<file path="src/rtl/game_pkg.sv">
// -----------------------------------------------------------------------------
// game_pkg
// Shared types and constants for the playfield game-flow logic.
//   game_state_e   : sequencer states. The encoding is also shown on the HUD.
//   PAL_L0..PAL_L2 : palette indices used for levels 0..2.
//   level_palette  : maps a level index to its 4-bit palette index.
//                    Unknown levels fall back to the level-0 colour.
// -----------------------------------------------------------------------------
package game_pkg;

    typedef enum logic [2:0] {
        ST_IDLE  = 3'd0,
        ST_PLAY  = 3'd1,
        ST_HIT   = 3'd2,
        ST_CLEAR = 3'd3,
        ST_OVER  = 3'd4,
        ST_WIN   = 3'd5
    } game_state_e;

    localparam logic [3:0] PAL_L0 = 4'd3;
    localparam logic [3:0] PAL_L1 = 4'd6;
    localparam logic [3:0] PAL_L2 = 4'd10;

    function automatic logic [3:0] level_palette(input logic [1:0] level);
        logic [3:0] pal;
        case (level)
            2'd0:    pal = PAL_L0;
            2'd1:    pal = PAL_L1;
            2'd2:    pal = PAL_L2;
            default: pal = PAL_L0;
        endcase
        return pal;
    endfunction

endpackage

</file>
<file path="src/rtl/frame_timer.sv">
// -----------------------------------------------------------------------------
// frame_timer
// Counts frame ticks for the HIT and CLEAR freeze periods. One instance serves
// both states.
//   Clk          : system clock
//   Reset        : synchronous, active-high; clears the count
//   clear_i      : restart the count at zero; has priority over frame_tick_i
//   frame_tick_i : count enable, one pulse per frame
//   last_i       : terminal count, equal to (frames to wait - 1)
//   done_o       : high on the tick that completes the wait period
// -----------------------------------------------------------------------------
module frame_timer #(
    parameter int CNT_W = 16
) (
    input  logic             Clk,
    input  logic             Reset,
    input  logic             clear_i,
    input  logic             frame_tick_i,
    input  logic [CNT_W-1:0] last_i,
    output logic             done_o
);

    logic [CNT_W-1:0] count_q;
    logic [CNT_W-1:0] count_d;

    // done fires on the tick itself. The sequencer therefore leaves the
    // state on the Nth tick after entry.
    assign done_o = frame_tick_i && (count_q == last_i);

    always_comb begin
        count_d = count_q;
        if (clear_i) begin
            count_d = '0;
        end else if (frame_tick_i) begin
            count_d = count_q + 1'b1;
        end
    end

    always_ff @(posedge Clk) begin
        if (Reset) begin
            count_q <= '0;
        end else begin
            count_q <= count_d;
        end
    end

endmodule

</file>
<file path="src/rtl/level_controller.sv">
// -----------------------------------------------------------------------------
// level_controller
// Game-flow sequencer. It tracks lives and level progression using the
// per-frame hit flags from the color mapper. It also drives the palette, the
// obstacle speed and the respawn/freeze controls of the motion logic.
//   Clk, Reset          : clock and synchronous active-high reset
//   frame_tick          : one-cycle pulse per video frame
//   start               : start key; only its rising edge is used
//   collision           : player/obstacle overlap
//   finish_line_reached : player at the finish column
//   current_level       : active level index
//   foreground/background: palette indices for the current level
//   obs_speed           : obstacle step per frame
//   reset_player        : one-cycle pulse on every entry into PLAY
//   freeze              : motion logic holds positions when high
//   lives               : remaining lives
//   game_state          : encoded state for the HUD
// -----------------------------------------------------------------------------
module level_controller
    import game_pkg::*;
#(
    parameter int NUM_LEVELS     = 3,
    parameter int LIVES_INIT     = 3,
    parameter int HIT_FRAMES     = 60,
    parameter int CLEAR_FRAMES   = 90,
    parameter int OBS_SPEED_BASE = 1
) (
    input  logic       Clk,
    input  logic       Reset,
    input  logic       frame_tick,
    input  logic       start,
    input  logic       collision,
    input  logic       finish_line_reached,
    output logic [1:0] current_level,
    output logic [3:0] foreground,
    output logic [3:0] background,
    output logic [3:0] obs_speed,
    output logic       reset_player,
    output logic       freeze,
    output logic [1:0] lives,
    output logic [2:0] game_state
);

    localparam int               CNT_W      = 16;
    localparam logic [CNT_W-1:0] HIT_LAST   = CNT_W'(HIT_FRAMES - 1);
    localparam logic [CNT_W-1:0] CLEAR_LAST = CNT_W'(CLEAR_FRAMES - 1);
    localparam logic [1:0]       LAST_LEVEL = 2'(NUM_LEVELS - 1);
    localparam logic [1:0]       LIVES_RST  = 2'(LIVES_INIT);

    game_state_e      state_q, state_d;
    logic [1:0]       level_q, level_d;
    logic [1:0]       lives_q, lives_d;
    logic             start_q;
    logic             reset_player_q, reset_player_d;
    logic             start_edge;
    logic             timer_clear;
    logic             timer_tick;
    logic             timer_done;
    logic [CNT_W-1:0] timer_last;

    // start_q resets high. A key held through reset then gives no edge.
    assign start_edge = start & ~start_q;

    // The timer only runs while frozen in HIT or CLEAR. It compares against
    // the terminal count for whichever of the two states is active.
    assign timer_tick = frame_tick && ((state_q == ST_HIT) || (state_q == ST_CLEAR));
    assign timer_last = (state_q == ST_HIT) ? HIT_LAST : CLEAR_LAST;

    frame_timer #(
        .CNT_W(CNT_W)
    ) u_frame_timer (
        .Clk         (Clk),
        .Reset       (Reset),
        .clear_i     (timer_clear),
        .frame_tick_i(timer_tick),
        .last_i      (timer_last),
        .done_o      (timer_done)
    );

    // Next-state logic. reset_player_d is raised on every path into PLAY,
    // so the registered pulse lines up with the new state. In PLAY, finish
    // is checked before collision so that finishing wins a tie.
    always_comb begin
        state_d        = state_q;
        level_d        = level_q;
        lives_d        = lives_q;
        reset_player_d = 1'b0;
        timer_clear    = 1'b0;
        case (state_q)
            ST_IDLE, ST_OVER, ST_WIN: begin
                if (start_edge) begin
                    state_d        = ST_PLAY;
                    level_d        = 2'd0;
                    lives_d        = LIVES_RST;
                    reset_player_d = 1'b1;
                end
            end
            ST_PLAY: begin
                if (frame_tick) begin
                    if (finish_line_reached) begin
                        state_d     = ST_CLEAR;
                        timer_clear = 1'b1;
                    end else if (collision) begin
                        if (lives_q > 2'd1) begin
                            lives_d     = lives_q - 2'd1;
                            state_d     = ST_HIT;
                            timer_clear = 1'b1;
                        end else begin
                            lives_d = 2'd0;
                            state_d = ST_OVER;
                        end
                    end
                end
            end
            ST_HIT: begin
                if (timer_done) begin
                    state_d        = ST_PLAY;
                    reset_player_d = 1'b1;
                end
            end
            ST_CLEAR: begin
                if (timer_done) begin
                    if (level_q == LAST_LEVEL) begin
                        state_d = ST_WIN;
                    end else begin
                        level_d        = level_q + 2'd1;
                        state_d        = ST_PLAY;
                        reset_player_d = 1'b1;
                    end
                end
            end
            default: begin
                state_d = ST_IDLE;
            end
        endcase
    end

    // Holds the sequencer registers. Reset drops any pending pulse.
    always_ff @(posedge Clk) begin
        if (Reset) begin
            state_q        <= ST_IDLE;
            level_q        <= 2'd0;
            lives_q        <= LIVES_RST;
            start_q        <= 1'b1;
            reset_player_q <= 1'b0;
        end else begin
            state_q        <= state_d;
            level_q        <= level_d;
            lives_q        <= lives_d;
            start_q        <= start;
            reset_player_q <= reset_player_d;
        end
    end

    assign current_level = level_q;
    assign foreground    = level_palette(level_q);
    assign background    = level_palette(level_q);
    assign obs_speed     = 4'(OBS_SPEED_BASE) + {2'b00, level_q};
    assign reset_player  = reset_player_q;
    assign freeze        = (state_q != ST_PLAY);
    assign lives         = lives_q;
    assign game_state    = state_q;

endmodule

</file>
<file path="config.mk">
export PLATFORM = sky130hd
export DESIGN_NAME = level_controller
export DESIGN_NICKNAME = d
export VERILOG_FILES = /design/src/rtl/game_pkg.sv /design/src/rtl/frame_timer.sv /design/src/rtl/level_controller.sv
export SDC_FILE = /design/constraint.sdc
export NUM_CORES = 1
export LEC_CHECK = 0
export ABC_AREA = 0
export BUFFER_PORTS_ARGS = -buffer_cell sky130_fd_sc_hd__buf_2
export CORE_AREA = 2 2 56 53
export DETAILED_ROUTE_END_ITERATION = 10
export DIE_AREA = 0 0 58 55
export HOLD_SLACK_MARGIN = 0.05
export PLACE_DENSITY_LB_ADDON = 0.15
export SLEW_MARGIN = 20
export SYNTH_ARGS = -nofsm -noshare
export SYNTH_HDL_FRONTEND = slang
export SYNTH_SLANG_ARGS = --single-unit
</file>
<file path="constraint.sdc">
create_clock -name Clk -period 2.8 [get_ports Clk]
set_clock_uncertainty 0.2 [all_clocks]
set_input_delay 0 -clock Clk [delete_from_list [all_inputs] [get_ports Clk]]
set_output_delay 0 -clock Clk [all_outputs]
set_load 0.05 [all_outputs]
</file>
Word-level counts from Yosys, hierarchy flattened
Cells that the tools add are included.
- bitwise logic cells: 2
- add/sub/neg operators: 4
- equal/unequal tests: 17
- magnitude comparators: 1
- muxes and demuxes: 31
- reduce and logical (&&, ||, !) cells: 11
- operators by type and width (cell ; number):
    $mux 3 ; 8
    $add 16x1->16 const B ; 1
    $eq 16x7->1 ; 1
    $mux 2 ; 8
    $ne 2x2->1 const B ; 7
    $pmux 3 s4 ; 1
    $reduce_and 5->1 ; 2
    $mux 1 ; 9
    $pmux 2 s2 ; 2
    $pmux 4 s2 ; 1
    $mux 7 ; 1
    $eq 3x2->1 const B ; 2
    $eq 3x3->1 const B ; 2
    $reduce_and 4->1 ; 1
    $reduce_bool 2->1 ; 2
    $add 1x2->3 const A ; 1
    $eq 3x1->1 const B ; 1
    $logic_not 3->1 ; 1
    $ne 3x1->1 const B ; 1
    $ne 3x3->1 const B ; 1
    $pmux 1 s3 ; 1
    $reduce_or 3->1 ; 1
    $add 2x1->2 const B ; 1
    $eq 2x1->1 const B ; 1
    8 further kinds ; 9
- output and inout port bits: 21
- input port bits: 6
- bits in registers: 25

Longest topological paths before layout
Gate-level depths: netlist of run 1.
- word-level depth: 7
- mapped depth: 7
- mapped depth without buffers: 6

By module
From an unflattened synthesis of run 1, not the netlist that was laid out.
- cell total of the unflattened synthesis: 184
- area total of the unflattened synthesis: 1541.5 um2
- modules (own cells, without submodules) (module ; cells each ; sequential area each (um2) ; times used ; area an instance (um2)):
    frame_timer ; 107 ; 320.3 ; 1 ; 914.6
    level_controller ; 77 ; 180.2 ; 1 ; 626.9

Worst setup path after synthesis of run 1
OpenSTA, ideal clock, no wires.
- kind: flip-flop to flip-flop
- from: register level_q[0] (netlist: current_level[0])
- to: register level_q[1] (netlist: current_level[1])
- path slack: 326 ps
- path buffers: 0
- arrival: 2145 ps
- cell stages (with the launch flop): 6
- data required time: 2470 ps
- cells stage by stage: dfxtp_1 -> inv_1 -> ha_1 -> nor3_1 -> mux2i_1 -> a21oi_1
- longest elaborated chain between the ends: 4
- elaborated cells between the ends (all ways): 7
- those cells by class: add/sub (1); eq/ne (2); mux (3); reduce/logical (1)
- RTL lines (what ; RTL line ; source):
    start, declared ; level_controller.sv:51 ; logic [1:0] level_q, level_d;
    start signal, assigned ; level_controller.sv:148 ; level_q <= level_d;
    $add 2x1->2 ; level_controller.sv:126 ; level_d = level_q + 2'd1;
    $mux 2 ; level_controller.sv:123 ; if (level_q == LAST_LEVEL) begin
    $mux 2 ; level_controller.sv:122 ; if (timer_done) begin
    $pmux 2 s2 ; level_controller.sv:89 ; case (state_q)
Parallel ways exist; a longest one is shown, timed or not. The select of a mux whose other input is x is not followed.
A chain may end at the register's enable or synchronous reset.

Final worst setup path of run 1
- from: register state_q[1] (netlist: game_state[1])
- to: register state_q[1] (netlist: game_state[1])
- longest elaborated chain between the ends: 6
- elaborated cells between the ends (all ways): 19
- those cells by class: eq/ne (11); mux (2); reduce/logical (6)
- RTL lines (what ; RTL line ; source):
    start, declared ; level_controller.sv:50 ; game_state_e state_q, state_d;
    start signal, assigned ; level_controller.sv:147 ; state_q <= state_d;
    $eq 3x2->1, on equally long branches ; level_controller.sv:66, level_controller.sv:67, level_controller.sv:89 ;
    $mux 7 / $logic_or 1x1->1 (equally long branches) ; level_controller.sv:67, level_controller.sv:66 ;
    $eq 16x7->1 / $logic_and 1x1->1 (equally long branches) ; frame_timer.sv:28, level_controller.sv:66 ;
    $logic_and 1x1->1 ; frame_timer.sv:28 ; assign done_o = frame_tick_i && (count_q == last_i);
    $ne 2x2->1 (no source line) ; - ;
    $reduce_and 5->1 (no source line) ; - ;
Parallel ways exist; a longest one is shown, timed or not.

==> flow_summary.json, run 1 <==
{
  "grt_pass1_wl_um": 4170,
  "drive_gt1_share_pct": 16.4,
  "synth_area_um2": 1360,
  "first_global_vias": 992,
  "syn-mean-instance-area_um2": 8.26,
  "drt_iter0_drc": 27,
  "antenna_left": 0,
  "synthArstFlopShare_pct": 0,
  "p_leak_nw": 0.621,
  "register_area_um2": 500,
  "path_max_fanout": 12,
  "ys_seq_elements": 25,
  "cts_buffer_depth": 2,
  "setup_viol_count_final": 0,
  "max_cap_viol_count": 0,
  "start_util_pct": 52.2,
  "setup.worst_path.class": "reg2reg",
  "netlist_instances": 165,
  "gp_congestion": 0.863,
  "path_clk_slew_ns": 0.13,
  "grt_overflow": 0,
  "clk_latency_ns": 0.31,
  "max_freq_ghz": 0.377,
  "required_ns": 2.81,
  "period_share_pct": 94.7,
  "p_total_mw": 0.661,
  "end_kind": "flip-flop",
  "synth_top_area_share_pct": 36.7,
  "slowest_delay_ns": 0.56,
  "place_ws_ns": 0.484,
  "multi_input_area_um2": 774,
  "yosysWarnings": 0,
  "ir_worst_vdd_mv": 0.305,
  "layout_common_cells": "25 x nor2_1, 25 x dfxtp_1, 23 x buf_2, 12 x nand2_1, 10 x xnor2_1",
  "layout_min_cycle_time_ns": 2.65,
  "num_vias": 1165,
  "drc_errors": 0,
  "ios": 27,
  "cpMaxStageDelayCell": "dlygate4sd3_1",
  "cts-root-buf": "clkbuf_4",
  "io_buffers": 23,
  "slew_violations": 0,
  "die_h_um": 55,
  "place_inst": 209,
  "grt_max_degree": 17,
  "hp-class": "in2reg",
  "antennaDiodeCount": 0,
  "crit_path_start_kind": "flip-flop",
  "nFillCells": 250,
  "setup_tns_ns": 0,
  "reg2reg_slack_ns": 0.15,
  "via_per_inst": 5.18,
  "instances_no_fill": 225,
  "ys_types": 38,
  "synthFlopType": "dfxtp_1",
  "avgRoutedWirePerCell_um": 11.8,
  "synth_top_cell_by_area": "dfxtp_1",
  "worst_slack_ns": 0.150,
  "htreeDepth": 1,
  "crit_arrival_ns": 2.66,
  "grt_use_total_pct": 17.3,
  "synth_area_leaders": "dfxtp_1 37%, nor2_1 6.9%, xnor2_1 6.4%, ha_1 4.6%, buf_4 3.3%",
  "area_growth_pct": 17.2,
  "core_area_um2": 2610,
  "cp_cell_sequence": "nor3b_1, or4b_4, a2111oi_4, o21a_1, nor3_1, dlygate4sd3_1",
  "nets": 207,
  "hpwlAfterDp_um": 1900,
  "synth_edf_count": 0,
  "clock_sinks": 25,
  "rows": 18,
  "outcome": "finished clean",
  "whs_ns": 0.303,
  "drt-total-wl_um": 2660,
  "antenna_found_initial": 0,
  "cts_tree": "built",
  "cts_made_buffers": 3,
  "die_x_um": 58,
  "p_per_area_nw_per_um2": 414,
  "rsz0062_at_grt": "no",
  "seq_area_frac_synth_pct": 36.7,
  "die-area_um2": 3190,
  "hold_violations": 0,
  "firstDrtPassIters": 4
}
## logic make-up (layout without fill, tap and decap cells)
family,after synthesis,count (layout),share of synthesized area (%)
buffers and inverters,18,47,6.70
AO/OA/AOI/OAI,19,19,9.92
AND/OR/NAND/NOR,78,78,29.7
XOR/XNOR,15,15,9.64
flip-flops,25,25,36.7
other,2,3,0.551
adder cells (fa/ha/maj),5,5,4.59
multiplexers,3,3,2.20
## state kept, by name, indices dropped and copies added, names as in the netlist
register / count
game_state: 3
lives: 2
current_level: 2
start_q: 1
u_frame_timer.count_q: 16
reset_player: 1
## power breakdown
part	total [mW]	internal [mW]	leakage (nW)	switching (mW)
logic	0.126	0.0404	0.403	0.0857
registers	0.375	0.364	0.202	0.0115
clock network	0.159	0.0556	0.0150	0.104
## cell usage after synthesis, types with 2 or more instances
library cell  instances
nand2b_1              3
xnor2_1              10
o21ai_0               5
nor2_1               25
nand4_1               3
nor3_1                8
nand2_1              12
xor2_1                5
nor2b_1               2
nor3b_1               5
dfxtp_1              25
conb_1                2
and2_1                2
buf_4                 6
nand3b_1              2
mux2i_1               3
inv_1                 8
clkbuf_1              3
a21oi_1               7
nand3_1               6
ha_1                  5
nor4_1                2
## metal layers
layer  vias to the layer above  wire length [µm]  track usage, %
met4                         0                20            6.98
met3                         2                91            2.09
met5                         -                 0               0
li1                        613                 -               -
met2                        19              1270            32.4
met1                       531              1270            20.5
## what timing repair did
item / CTS / global route
gates resized for setup: 0 / 0
hold buffers: 9 / 0
setup endpoints to repair: 0 / 1
setup buffers: 0 / 3
endpoints found under the hold margin: 9 / 0
## worst paths after layout
check,startpoint,endpoint,depth (start not counted)
setup / recovery,game_state[1]$_SDFFE_PP0P_,game_state[1]$_SDFFE_PP0P_,6
hold / removal,Reset,current_level[0]$_SDFFE_PP0P_,3
setup reg to reg,game_state[1]$_SDFFE_PP0P_,game_state[1]$_SDFFE_PP0P_,6
hold reg to reg,lives[0]$_SDFFE_PP1P_,lives[0]$_SDFFE_PP1P_,2
## stage by stage
stage / area, µm² / utilization (%)
after floorplan: 1370 / -
after global placement: 1460 / 55.8
after detailed placement: 1460 / 55.8
after CTS: 1570 / 60.2
after global routing: 1600 / 61.1
final: 1600 / 61.1
## cell type report
class | count | area share [%]
sequential | 25 | 31.3
clock buffer | 4 | 1.65
multi-input combinational | 123 | 48.5
inverter | 8 | 1.88
timing repair buffer | 35 | 14.3
tap | 30 | 2.35
## worst max-delay path: cells and delay by family, from the launching register on
kind,cells,cell delay (ns)
AND/OR/NAND/NOR,3,0.75
AO/OA/AOI/OAI,2,0.62
buffers and inverters,1,0.56
flip-flops,1,0.43
No activity file was read; power rests on OpenSTA's default activity.
==> run 2, diff against run 1 <==
CORE_AREA = 2 2 58 55   (was 2 2 56 53)
DIE_AREA = 0 0 60 57   (was 0 0 58 55)
==> flow_summary.json, run 2 (synthesized netlist as in run 1, its figures left out) <==
{
  "cts_buffer_depth": 2,
  "rsz0062_at_grt": "no",
  "period_share_pct": 84.1,
  "post-route-cell-area_um2": 1580,
  "setup_viol_count_final": 0,
  "internal-power_mw": 0.457,
  "drt-total-wl_um": 2640,
  "ir_worst_vdd_mv": 0.205,
  "die_h_um": 57,
  "cp.buffers_inverters": 0,
  "p_per_area_nw_per_um2": 414,
  "layout_common_cells": "25 x nor2_1, 25 x dfxtp_1, 23 x buf_2, 12 x nand2_1, 10 x xnor2_1",
  "seq_power_share_pct": 57.4,
  "place_inst": 221,
  "cts_tree": "built",
  "setup.worst_path.class": "reg2reg",
  "max-slew-margin-rel_pct": 66.2,
  "grt_overflow": 0,
  "nFillCells": 278,
  "required_ns": 2.85,
  "cts_resized": 0,
  "outcome": "finished clean",
  "ios": 27,
  "die_x_um": 60,
  "path_max_fanout": 12,
  "num_vias": 1182,
  "avgRoutedWirePerCell_um": 11.3,
  "start_util_pct": 47.4,
  "swShare_pct": 30.0,
  "grt_pass1_wl_um": 4530,
  "via_per_inst": 5.07,
  "rows": 19,
  "largest_register": "u_frame_timer.count_q",
  "combPwrFrac_pct": 18.8,
  "largest_reg_flops": 16,
  "drt_iter0_drc": 72,
  "instances_no_fill": 233,
  "grt_max_degree": 17,
  "grt_use_total_pct": 16.8,
  "clk_latency_ns": 0.31,
  "antennaDiodeCount": 0,
  "max_freq_ghz": 0.425,
  "core_area_um2": 2880,
  "end_kind": "flip-flop",
  "hold_violations": 0,
  "p_leak_nw": 0.601,
  "cp_cell_sequence": "nor3b_1, or4b_4, a2111oi_4, o21ai_0, a211oi_1",
  "placed_area_um2": 1470,
  "drive_gt1_share_pct": 15.2,
  "layout_min_cycle_time_ns": 2.35,
  "critPathTopFamily": "compound AO/OA/AOI/OAI gates",
  "clock_sinks": 25,
  "firstDrtPassIters": 4,
  "crit_path_start_kind": "flip-flop",
  "register_area_um2": 500,
  "htreeDepth": 1,
  "hpwlAfterDp_um": 1930,
  "gp_congestion": 0.856,
  "antenna_found_initial": 0,
  "die-area_um2": 3420,
  "hp-class": "in2reg",
  "drc_errors": 0,
  "antenna_left": 0,
  "io_buffers": 23,
  "p_sw_mw": 0.196,
  "post-route-util_pct": 54.9,
  "crit_arrival_ns": 2.40,
  "tightest_slew_ns": 0.507,
  "p_total_mw": 0.654,
  "setup_tns_ns": 0,
  "slowest_delay_ns": 0.57,
  "cts_made_buffers": 3,
  "max_cap_viol_count": 0,
  "cts-root-buf": "clkbuf_4",
  "path_clk_slew_ns": 0.13,
  "cpMaxStageDelayCell": "a2111oi_4",
  "first_global_vias": 1060,
  "multi_input_area_um2": 774,
  "pwr-share-clk_pct": 23.9,
  "slew_violations": 0,
  "nets": 203,
  "area_growth_pct": 15.9
}
-- run 2: cell types whose count changed in the layout (fill, tap and decap cells not counted) --
| cell | delta |
|---|---|
| dlygate4sd3_1 | -1 |
| buf_4 | -3 |
-- run 2: layout make-up --
| cell class | count | share of cell area [%] |
|---|---|---|
| Clock buffer | 4 | 1.66 |
| Inverter | 8 | 1.90 |
| Multi-Input combinational cell | 123 | 49.0 |
| Sequential cell | 25 | 31.7 |
| Tap cell | 42 | 3.33 |
| Timing Repair Buffer | 31 | 12.4 |
-- run 2: worst paths after layout --
check	start	to	slack [ns]	depth (start not counted)
max	game_state[1]$_SDFFE_PP0P_	game_state[0]$_SDFFE_PP0P_	0.45	5
min	Reset	current_level[1]$_SDFFE_PP0P_	0.31	3
max reg2reg	game_state[1]$_SDFFE_PP0P_	game_state[0]$_SDFFE_PP0P_	0.45	5
min reg2reg	lives[0]$_SDFFE_PP1P_	lives[0]$_SDFFE_PP1P_	0.32	2
-- run 2: repair_timing --
item,CTS,global route
hold endpoints to repair,9,0
buffers inserted,0,0
hold buffers,8,0
-- run 2: layer usage --
metal	up-vias	wire length [µm]	share of wire [%]	track usage, %
met1	567	1230	47	22.0
met2	15	1320	50	28.0
met3	2	68	2.6	2.04
met4	0	21	0.80	6.67
li1	598	-	-	-
met5	-	0	0	0
-- run 2: through the flow --
step                      setup slack, ns  hold slack [ns]
after floorplan                     0.326          -0.0934
after global placement              0.553          0.00370
after detailed placement            0.454          0.00832
after CTS                           0.432            0.278
after global routing                0.298            0.325
final                               0.446            0.308
-- run 2: power by group through the flow --
| stage | combinational [mW] | clock, mW | sequential, mW |
|---|---|---|---|
| 6_report | 0.123 | 0.156 | 0.375 |
| 5_1_grt | 0.135 | 0.180 | 0.377 |
| 4_1_cts | 0.123 | 0.166 | 0.375 |
| 3_5_place_dp | 0.116 | 0 | 0.383 |
| 3_3_place_gp | 0.115 | 0 | 0.382 |
| 2_1_floorplan | 0.0752 | 0 | 0.402 |
-- run 2: worst reg2reg max path: cells and delay by family (launching register included) --
| kind | cells | cell delay (ns) |
|---|---|---|
| AOI/OAI and AO/OA | 3 | 0.96 |
| DFF | 1 | 0.43 |
| and+or+nand+nor | 2 | 0.71 |
==> run 3, diff against run 2 <==
ABC_AREA = 1   (was 0)
CORE_AREA = 2 2 61 57   (was 2 2 58 55)
DIE_AREA = 0 0 63 59   (was 0 0 60 57)
clock period = 2.1 ns   (was 2.8 ns; I/O delays follow)
==> flow_summary.json, run 3 <==
{
  "firstDrtPassIters": 4,
  "antenna_found_initial": 0,
  "synth_area_leaders": "dfxtp_1 34%, nand2_1 11%, nor2_1 8.5%, a21oi_1 6.2%, inv_1 5.9%",
  "grt_overflow": 0,
  "worstHoldStart": "Reset",
  "p_sw_mw": 0.717,
  "ios": 27,
  "avgRoutedWirePerCell_um": 10.1,
  "p_leak_nw": 0.777,
  "max_cap_viol_count": 0,
  "hp-class": "in2reg",
  "hold_violations": 0,
  "critPathTopFamily": "buffers and inverters",
  "reg2reg_from": "game_state[2]$_SDFFE_PP0P_",
  "largest_reg_flops": 16,
  "cp-startpoint": "game_state[2]$_SDFFE_PP0P_",
  "reg2reg_slack_ns": 0.16,
  "io_buffers": 23,
  "cpMaxStageDelayCell": "dlygate4sd3_1",
  "p_per_area_nw_per_um2": 879,
  "synthTopCellsByCount": "44 x nand2_1, 33 x nor2_1, 25 x dfxtp_1",
  "num_vias": 1327,
  "slowest_delay_ns": 0.57,
  "synth_area_um2": 1450,
  "synth_most_common_cell": "nand2_1",
  "setup_viol_count_final": 0,
  "seq_area_frac_synth_pct": 34.5,
  "drc_errors": 0,
  "htreeDepth": 1,
  "antennaDiodeCount": 0,
  "final_common_cell": "nand2_1",
  "cts-root-buf": "clkbuf_4",
  "met2_length_um": 1210,
  "die_h_um": 59,
  "met1_length_um": 1460,
  "required_ns": 2.13,
  "cts_made_buffers": 3,
  "path_clk_slew_ns": 0.14,
  "routed.top_layer": "met4",
  "min_to": "game_state[1]$_SDFFE_PP0P_",
  "dr_wl_met3_um": 119,
  "ir_worst_vdd_mv": 0.629,
  "core_area_um2": 3020,
  "gp_congestion": 0.800,
  "crit_path_start_kind": "flip-flop",
  "holdPathStages": 3,
  "syn-mean-instance-area_um2": 6.88,
  "setup.worst_path.class": "reg2reg",
  "hpwlAfterDp_um": 2170,
  "largest_register": "u_frame_timer.count_q",
  "max_freq_ghz": 0.514,
  "grt_use_total_pct": 17.1,
  "grt_max_degree": 15,
  "cp.buffers_inverters": 2,
  "cts_buffer_depth": 2,
  "layout_common_cells": "44 x nand2_1, 33 x nor2_1, 23 x dfxtp_1, 23 x buf_2, 22 x inv_1",
  "slew_violations": 0,
  "area_growth_pct": 16.6,
  "layout_min_cycle_time_ns": 1.94,
  "instances_no_fill": 281,
  "synthArstFlopShare_pct": 0,
  "die-area_um2": 3720,
  "nets": 251,
  "pwr-share-clk_pct": 14.6,
  "antenna_left": 0,
  "grt_pass1_wl_um": 4990,
  "synthFlopType": "dfxtp_1",
  "synth_top_area_share_pct": 34.5,
  "end_kind": "flip-flop",
  "crit_arrival_ns": 1.97,
  "swShare_pct": 48.2,
  "synth_edf_count": 0,
  "start_util_pct": 48.1,
  "first_global_vias": 1157,
  "worst_slack_ns": 0.156,
  "rows": 19,
  "yosysWarnings": 0,
  "cp_common_cell": "nand2_1",
  "r2r_end": "lives[0]$_SDFFE_PP1P_",
  "place_ws_ns": 0.430,
  "seq_power_share_pct": 38.2,
  "clock_sinks": 25,
  "ys_types": 30,
  "outcome": "finished clean",
  "cts_tree": "built",
  "drt-total-wl_um": 2830,
  "drive_gt1_share_pct": 20.5,
  "die_x_um": 63,
  "via_per_inst": 4.72,
  "post_cts_buffers": 0,
  "r2r_cells": 9,
  "ys_seq_elements": 25,
  "internal-power_mw": 0.770,
  "combPwrFrac_pct": 47.2,
  "cp_cell_sequence": "inv_1, nand2_1, nor2_4, o21ai_0, dlygate4sd3_1, nand2_1, nor2_1, nand2_1, nand3_1",
  "place_inst": 271,
  "drt_iter0_drc": 55,
  "netlist_instances": 211,
  "clk_latency_ns": 0.32,
  "path_max_fanout": 5,
  "synth_top_cell_by_area": "dfxtp_1",
  "period_share_pct": 92.6
}
-- run 3: worst min-delay path, stage by stage --
cell and delay (ns):
dlygate4sd3_1 0.52, buf_2 0.16, a21oi_1 0.05
-- run 3: timing repair --
action                                  CTS  global route
resized for setup                         0             2
hold endpoints to repair                 25             0
hold buffers                              6             0
endpoints found under the setup margin    0             1
-- run 3: cell type report --
type	instances	area [µm²]
Tap cell	42	52.6
Timing Repair Buffer	30	183
Inverter	26	101
Multi-Input combinational cell	154	822
Fill cell	312	1330
Clock buffer	3	22.5
Sequential cell	25	505
Clock inverter	1	5.00
-- run 3: worst max-delay path by stage --
stage	endpoint	depth (start not counted)
floorplan	current_level[1]$_SDFFE_PP0P_	7
global placement	current_level[1]$_SDFFE_PP0P_	9
detailed placement	current_level[1]$_SDFFE_PP0P_	9
CTS	lives[0]$_SDFFE_PP1P_	9
global route	lives[0]$_SDFFE_PP1P_	9
finish	lives[0]$_SDFFE_PP1P_	9
-- run 3: kinds of logic after synthesis --
logic type               synth area share [%]
flip-flops                               34.5
buffers and inverters                    10.3
XOR/XNOR                                 1.81
adder cells (fa/ha/maj)                  4.31
AO/OA/AOI/OAI                            12.3
AND/OR/NAND/NOR                          36.2
other                                   0.517
-- run 3: per-layer routing --
layer / vias to the layer above / global-route usage, %
met1: 570 / 23.3
met4: 0 / 6.67
met5: - / 0
li1: 723 / -
met3: 5 / 3.99
met2: 29 / 26.6
-- run 3: power by group through the flow --
stage / clock (mW) / combinational [mW] / sequential, mW
final: 0.218 / 0.702 / 0.568
after global routing: 0.244 / 0.766 / 0.577
after CTS: 0.229 / 0.696 / 0.565
after detailed placement: 0 / 0.677 / 0.576
after global placement: 0 / 0.674 / 0.576
after floorplan: 0 / 0.458 / 0.692
-- run 3: stage by stage --
stage               util, %  area (µm²)  setup TNS, ns  hold WS, ns  total power [mW]
finish                 56.0        1690              0        0.233              1.49
global route           56.0        1690       -0.00747        0.227              1.59
detailed placement     52.9        1600              0       0.0381              1.25
CTS                    55.8        1690              0        0.202              1.49
global placement       52.9        1600              0       0.0457              1.25
floorplan                 -        1480        -0.0117       -0.131              1.15
